## src/rtl/fib_caller_if.sv

```systemverilog
// Call/return handshake towards one Fib callee plus the ready/valid result stream.
interface fib_caller_if #(
    parameter int unsigned WIDTH = 32
);
    logic [WIDTH-1:0] fib_n;
    logic             fib_req;
    logic             fib_busy;
    logic [WIDTH-1:0] fib_return;
    logic             res_valid;
    logic             res_ready;
    logic [WIDTH-1:0] res_data;
    logic [WIDTH-1:0] res_index;

    modport master (
        output fib_n, fib_req, res_valid, res_data, res_index,
        input  fib_busy, fib_return, res_ready
    );

    modport slave (
        input  fib_n, fib_req, res_valid, res_data, res_index,
        output fib_busy, fib_return, res_ready
    );
endinterface

```

## src/rtl/fib_caller.sv

```systemverilog
// Issues N_COUNT sequential calls to a Fib callee, streams each return value out,
// accumulates a wrapping checksum and flags a per-call timeout.
module fib_caller #(
    parameter int unsigned WIDTH   = 32,
    parameter int unsigned N_START = 0,
    parameter int unsigned N_COUNT = 8,
    parameter int unsigned TIMEOUT = 1024
) (
    input  logic             clk,
    input  logic             reset,
    input  logic             start,
    output logic             run_busy,
    output logic             done,
    output logic             error,
    output logic [WIDTH-1:0] checksum,
    fib_caller_if.master     bus
);
    localparam int unsigned CNT_W  = (N_COUNT > 1) ? $clog2(N_COUNT) : 1;
    localparam int unsigned WAIT_W = (TIMEOUT > 1) ? $clog2(TIMEOUT + 1) : 1;

    typedef enum logic [2:0] {S_IDLE, S_CALL, S_WAIT, S_EMIT, S_FINISH} state_e;

    state_e             state_q, state_d;
    logic               fib_req_q, fib_req_d;
    logic [WIDTH-1:0]   fib_n_q, fib_n_d;
    logic               run_busy_q, run_busy_d;
    logic               done_q, done_d;
    logic               error_q, error_d;
    logic               res_valid_q, res_valid_d;
    logic [WIDTH-1:0]   res_data_q, res_data_d;
    logic [WIDTH-1:0]   res_index_q, res_index_d;
    logic [WIDTH-1:0]   checksum_q, checksum_d;
    logic [CNT_W-1:0]   count_q, count_d;
    logic [WAIT_W-1:0]  wait_q, wait_d;

    always_ff @(posedge clk or posedge reset) begin
        if (reset) begin
            state_q     <= S_IDLE;
            fib_req_q   <= 1'b0;
            fib_n_q     <= '0;
            run_busy_q  <= 1'b0;
            done_q      <= 1'b0;
            error_q     <= 1'b0;
            res_valid_q <= 1'b0;
            res_data_q  <= '0;
            res_index_q <= '0;
            checksum_q  <= '0;
            count_q     <= '0;
            wait_q      <= '0;
        end else begin
            state_q     <= state_d;
            fib_req_q   <= fib_req_d;
            fib_n_q     <= fib_n_d;
            run_busy_q  <= run_busy_d;
            done_q      <= done_d;
            error_q     <= error_d;
            res_valid_q <= res_valid_d;
            res_data_q  <= res_data_d;
            res_index_q <= res_index_d;
            checksum_q  <= checksum_d;
            count_q     <= count_d;
            wait_q      <= wait_d;
        end
    end

    always_comb begin
        state_d     = state_q;
        fib_req_d   = 1'b0;
        fib_n_d     = fib_n_q;
        run_busy_d  = run_busy_q;
        done_d      = 1'b0;
        error_d     = error_q;
        res_valid_d = res_valid_q;
        res_data_d  = res_data_q;
        res_index_d = res_index_q;
        checksum_d  = checksum_q;
        count_d     = count_q;
        wait_d      = wait_q;

        case (state_q)
            S_IDLE: begin
                if (start) begin
                    run_busy_d = 1'b1;
                    error_d    = 1'b0;
                    checksum_d = '0;
                    fib_n_d    = WIDTH'(N_START);
                    count_d    = '0;
                    state_d    = S_CALL;
                end
            end
            S_CALL: begin
                // Busy also covers a callee still in reset or starting up.
                if (!bus.fib_busy) begin
                    fib_req_d = 1'b1;
                    wait_d    = '0;
                    state_d   = S_WAIT;
                end
            end
            S_WAIT: begin
                wait_d = WAIT_W'(wait_q + 1'b1);
                // Busy is not yet raised in the first WAIT cycle, so skip it.
                if ((wait_q != '0) && !bus.fib_busy) begin
                    res_data_d  = bus.fib_return;
                    res_index_d = fib_n_q;
                    res_valid_d = 1'b1;
                    state_d     = S_EMIT;
                end else if (wait_q == WAIT_W'(TIMEOUT - 1)) begin
                    error_d = 1'b1;
                    done_d  = 1'b1;
                    state_d = S_FINISH;
                end
            end
            S_EMIT: begin
                if (bus.res_ready) begin
                    res_valid_d = 1'b0;
                    checksum_d  = checksum_q + res_data_q;
                    count_d     = CNT_W'(count_q + 1'b1);
                    if (count_q == CNT_W'(N_COUNT - 1)) begin
                        done_d  = 1'b1;
                        state_d = S_FINISH;
                    end else begin
                        fib_n_d = fib_n_q + 1'b1;
                        state_d = S_CALL;
                    end
                end
            end
            S_FINISH: begin
                run_busy_d = 1'b0;
                state_d    = S_IDLE;
            end
            default: state_d = S_IDLE;
        endcase
    end

    assign run_busy      = run_busy_q;
    assign done          = done_q;
    assign error         = error_q;
    assign checksum      = checksum_q;
    assign bus.fib_n     = fib_n_q;
    assign bus.fib_req   = fib_req_q;
    assign bus.res_valid = res_valid_q;
    assign bus.res_data  = res_data_q;
    assign bus.res_index = res_index_q;
endmodule

```

## src/flat_wrapper.sv

```systemverilog
// flat-port wrapper written by rule: the top's interface ports become plain ports
module fib_caller_flat 
#(
    parameter int unsigned WIDTH   = 32,
    parameter int unsigned N_START = 0,
    parameter int unsigned N_COUNT = 8,
    parameter int unsigned TIMEOUT = 1024
)
  (clk, reset, start, run_busy, done, error, checksum, bus_fib_n, bus_fib_req, bus_res_valid, bus_res_data, bus_res_index, bus_fib_busy, bus_fib_return, bus_res_ready);
  fib_caller_if #(.WIDTH(WIDTH)) bus_i ();
  input  logic clk;
  input  logic reset;
  input  logic start;
  output logic run_busy;
  output logic done;
  output logic error;
  output logic [WIDTH-1:0] checksum;
  output wire logic [$bits(bus_i.fib_n)-1:0] bus_fib_n;
  output wire logic [$bits(bus_i.fib_req)-1:0] bus_fib_req;
  output wire logic [$bits(bus_i.res_valid)-1:0] bus_res_valid;
  output wire logic [$bits(bus_i.res_data)-1:0] bus_res_data;
  output wire logic [$bits(bus_i.res_index)-1:0] bus_res_index;
  input wire logic [$bits(bus_i.fib_busy)-1:0] bus_fib_busy;
  input wire logic [$bits(bus_i.fib_return)-1:0] bus_fib_return;
  input wire logic [$bits(bus_i.res_ready)-1:0] bus_res_ready;
  assign bus_fib_n = bus_i.fib_n;
  assign bus_fib_req = bus_i.fib_req;
  assign bus_res_valid = bus_i.res_valid;
  assign bus_res_data = bus_i.res_data;
  assign bus_res_index = bus_i.res_index;
  assign bus_i.fib_busy = bus_fib_busy;
  assign bus_i.fib_return = bus_fib_return;
  assign bus_i.res_ready = bus_res_ready;
  fib_caller #(.WIDTH(WIDTH), .N_START(N_START), .N_COUNT(N_COUNT), .TIMEOUT(TIMEOUT)) u_core (.clk(clk), .reset(reset), .start(start), .run_busy(run_busy), .done(done), .error(error), .checksum(checksum), .bus(bus_i));
endmodule
```

## config.mk

```make
export PLATFORM = sky130hd
export DESIGN_NAME = fib_caller_flat
export DESIGN_NICKNAME = d
export VERILOG_FILES = /design/src/rtl/fib_caller_if.sv /design/src/rtl/fib_caller.sv /design/src/flat_wrapper.sv
export SDC_FILE = /design/constraint.sdc
export NUM_CORES = 1
export LEC_CHECK = 0
export BUFFER_PORTS_ARGS = -buffer_cell sky130_fd_sc_hd__buf_2
export CORE_UTILIZATION = 39
export CTS_BUF_LIST = sky130_fd_sc_hd__clkbuf_8 sky130_fd_sc_hd__clkbuf_16
export DETAILED_ROUTE_END_ITERATION = 8
export PLACE_DENSITY = 0.64
export SLEW_MARGIN = 25
export SYNTH_ARGS = -nofsm -noshare
export SYNTH_HDL_FRONTEND = slang
export SYNTH_SLANG_ARGS = --single-unit
```

## constraint.sdc

```tcl
create_clock -name clk -period 7.6 [get_ports clk]
set_clock_uncertainty 0.1 [all_clocks]
set_input_delay 0.76 -clock clk [delete_from_list [all_inputs] [get_ports clk]]
set_output_delay 0.76 -clock clk [all_outputs]
set_load 0.005 [all_outputs]
```

==> results.md <==
* Post-CTS Setup Repair Bufs at 0
* Fmax at 323 MHz
* Slew margin rel. at 45.2%
* Overflow after GRT at 0
* DP HPWL at 12800 um
* Clk pin slew, worst setup/hold paths at 0.07 ns
* RSZ-0062 raised after global routing: false
* Area post-placement at 0.00896 sq mm
* Clk Latency, worst-skew pair at 0.44 ns
* Placeable Area at 0.0196 sq mm
* Post-synth EDFFs at 0
* Worst path buffer plus inverter count at 1
* # port buffers at 169
* Rows at 51
* GRT Total Usage at 18.4%
* CP required at 7.81 ns
* Leakage power at 4.87 nW
* Fin crit share at 40.7%
* TritonCTS clock tree: built
* ANT nets after route at 0
* Register bit count reported by yosys at 150
* Synthesized area at 0.00785 sq mm
* Hold slack at 0.357 ns
* Crit path depth at 11
* Outcome: complete, no violations
* Hold-fix buffers, CTS at 0
* Worst Setup SP: u_core.bus.res_data[0]
* Fin area at 0.00955 sq mm
* Max cap viols at 0
* Final Hold Viols at 0
* DR DRC count at 0
* Avg Cell Area, Syn at 10.4 sq um
* Worst hold path class: in -> async
* Startpoint types: register
* Syn Nets at 828
* Warnings, synthesis at 0
* Largest area contributor in the netlist: dfrtp_1
* Slew @ Worst Pin at 0.822 ns
* R2r worst-path depth at 11
* Peak supply drop at 168 uV
* Final setup fails at 0
* Sink Count at 150
* CTS Buf Count at 17
* Synth top area share at 47.8%
* Reg-to-reg endpoint: u_core.checksum[28]
* Initial antenna violation count at 0
* Starting Density at 40.0%
* DIE AREA at 0.0207 sq mm
* CTS root buf: clkbuf_16
* RePlAce Congestion at 0.822
* Chip Height at 144 um
* CP cell instances: ha_1, inv_1, fa_1, nor2b_1, o2111ai_1, a21oi_1, o211ai_2, a31oi_2, a31oi_1, o2111a_1, a211o_1
* Vias per std cell at 5.21
* Antenna diodes at 0
* H-tree Lvls at 4
* 1st-pass router iterations at 5
* Area contributors post-synth: dfrtp_1 (48%), mux2_2 (9.0%), ha_1 (5.7%), o21ai_0 (3.8%), nand3_1 (3.6%)
* First-pass GRT wire length at 29700 um
* P&R area growth vs syn at 21.7%
* Crit path time final at 3.09 ns
* Fill cell count at 1871
* CP Class: reg -> reg
* DR vias at 6237
* Pwr dens at 347 mW/mm^2
* Critical path endpoint category: register
* Reg2reg setup slack at 4.51 ns
* FF-to-FF Start: u_core.bus.res_data[0]
* DRT iter0 DRCs at 346
* Synth unique cells at 65
* Post-synth ARST share at 100%
* Cells after Synth at 754
* Crit-path leading delay family: compound AO/OA/AOI/OAI gates
* Pins Over Slew Limit at 0
* Longest Clk Path Bufs at 2
* Final #Nets at 993
* DP Worst Slack at 4.53 ns
* Prevailing post-synth register cell: dfrtp_1
* Post-Route WL at 18300 um
* Sequential area share after synthesis at 47.8%
* Total power at 3.31 mW
* Largest net degree at the start of global routing at 86
* Slowest CP cell: fa_1
* Max incr delay on CP at 0.40 ns
* End point of the critical path: u_core.checksum[28]
* Die W at 144 um
* Top Ports at 170
* Vias in the first global route at 5721
* Routed WL per cell at 15.3 um
* Share of layout cells above drive strength 1 at 31.0%
* CP max FO at 5
* Final setup margin at 4.51 ns
* Post-cts resize count at 0
* CP arrival at 3.30 ns
* Total negative slack at 0 ns
## cell usage in the layout (no fill, tap or decap), types with 3 or more instances in the layout
| cell | netlist | routed |
|---|---|---|
| a211oi_1 | 4 | 4 |
| a21o_1 | 21 | 21 |
| a21oi_1 | 29 | 29 |
| a221o_1 | 3 | 3 |
| a31oi_1 | 9 | 9 |
| and2_1 | 7 | 7 |
| and3_1 | 6 | 6 |
| and4_1 | 7 | 7 |
| buf_2 | 4 | 169 |
| buf_4 | 0 | 5 |
| clkbuf_16 | 0 | 17 |
| dfrtp_1 | 150 | 150 |
| ha_1 | 36 | 36 |
| inv_1 | 26 | 25 |
| inv_6 | 0 | 5 |
| inv_8 | 0 | 6 |
| mux2_2 | 63 | 63 |
| nand2_1 | 54 | 53 |
| nand2b_1 | 3 | 3 |
| nand3_1 | 57 | 57 |
| nand4_1 | 10 | 10 |
| nor2_1 | 53 | 52 |
| nor2b_1 | 3 | 3 |
| nor3_1 | 7 | 6 |
| nor3b_1 | 4 | 4 |
| o211ai_1 | 6 | 6 |
| o21a_1 | 4 | 4 |
| o21ai_0 | 60 | 60 |
| o21ai_1 | 4 | 4 |
| o31ai_1 | 5 | 5 |
| or2_2 | 3 | 3 |
| or3_1 | 8 | 8 |
| xnor2_1 | 19 | 19 |
| xor2_1 | 27 | 27 |
## per-stage QoR
stage	std cells	util (%)
floorplan	754	-
global placement	1165	45.7
detailed placement	1165	45.7
CTS	1197	48.7
global route	1197	48.7
finish	1197	48.7
## synth_stat cells (2+ instances only)
master,number
dfrtp_1,150
mux2_2,63
o21ai_0,60
nand3_1,57
nand2_1,54
nor2_1,53
ha_1,36
a21oi_1,29
xor2_1,27
inv_1,26
a21o_1,21
xnor2_1,19
clkbuf_1,17
nand4_1,10
a31oi_1,9
or3_1,8
and2_1,7
and4_1,7
nor3_1,7
and3_1,6
buf_1,6
o211ai_1,6
o31ai_1,5
a211oi_1,4
buf_2,4
nor3b_1,4
o21a_1,4
o21ai_1,4
a221o_1,3
nand2b_1,3
nor2b_1,3
or2_2,3
a211o_1,2
a311o_1,2
a41oi_1,2
mux2i_1,2
o22ai_1,2
or4_1,2
## logic make-up (layout without fill, tap and decap cells)
| kind of cell | Yosys count | count (layout) | synth area share (%) |
|---|---|---|---|
| AOI/OAI and AO/OA | 167 | 167 | 13.8 |
| xor gates and xnor gates | 46 | 46 | 5.14 |
| adders and majority gates | 37 | 37 | 6.00 |
| buffers and inverters | 54 | 232 | 2.74 |
| DFF | 150 | 150 | 47.8 |
| muxes | 65 | 65 | 9.30 |
| and+or+nand+nor | 235 | 235 | 15.2 |
## worst min-delay path by stage
stage,start,end,depth (start not counted)
4_1_cts,u_core.bus.res_valid,u_core.bus.res_valid,1
3_5_place_dp,u_core.bus.res_valid,u_core.bus.res_valid,1
3_3_place_gp,u_core.bus.res_valid,u_core.bus.res_valid,1
6_report,reset,u_core.bus.res_data[5],2
5_1_grt,u_core.bus.res_valid,u_core.bus.res_valid,1
2_1_floorplan,u_core.wait_q[8],u_core.wait_q[8],1
## per-layer routing
metal	wire length, um	part of all wire [%]	GRT usage (%)
met1	8750	48	25.5
met2	8660	47	28.8
met3	687	3.8	3.50
met4	165	0.90	5.77
met5	0	0	0
## power by group
part / switching, mW / internal [mW] / leakage (nW)
registers: 0.167 / 0.978 / 2.00
clock network: 0.394 / 0.441 / 0.282
logic: 0.734 / 0.594 / 2.59
## state kept, by name, indices dropped and copies added (netlist names)
| register | count |
|---|---|
| u_core.bus.fib_n | 32 |
| u_core.bus.res_data | 32 |
| u_core.bus.res_index | 32 |
| u_core.checksum | 32 |
| u_core.wait_q | 11 |
| u_core.count_q | 3 |
| u_core.state_q | 3 |
| u_core.bus.fib_req | 1 |
| u_core.bus.res_valid | 1 |
| u_core.done | 1 |
| u_core.error | 1 |
| u_core.run_busy | 1 |
## final cells by class
class | instances | area [sq um] | share of cell area (%)
Tap cell | 265 | 332 | 3.47
Inverter | 26 | 103 | 1.07
Timing Repair Buffer | 174 | 883 | 9.25
Sequential cell | 150 | 3750 | 39.3
Clock inverter | 15 | 159 | 1.66
Clock buffer | 17 | 425 | 4.46
Multi-Input combinational cell | 550 | 3890 | 40.8
Note: power is estimated with default switching activity, not from simulation.
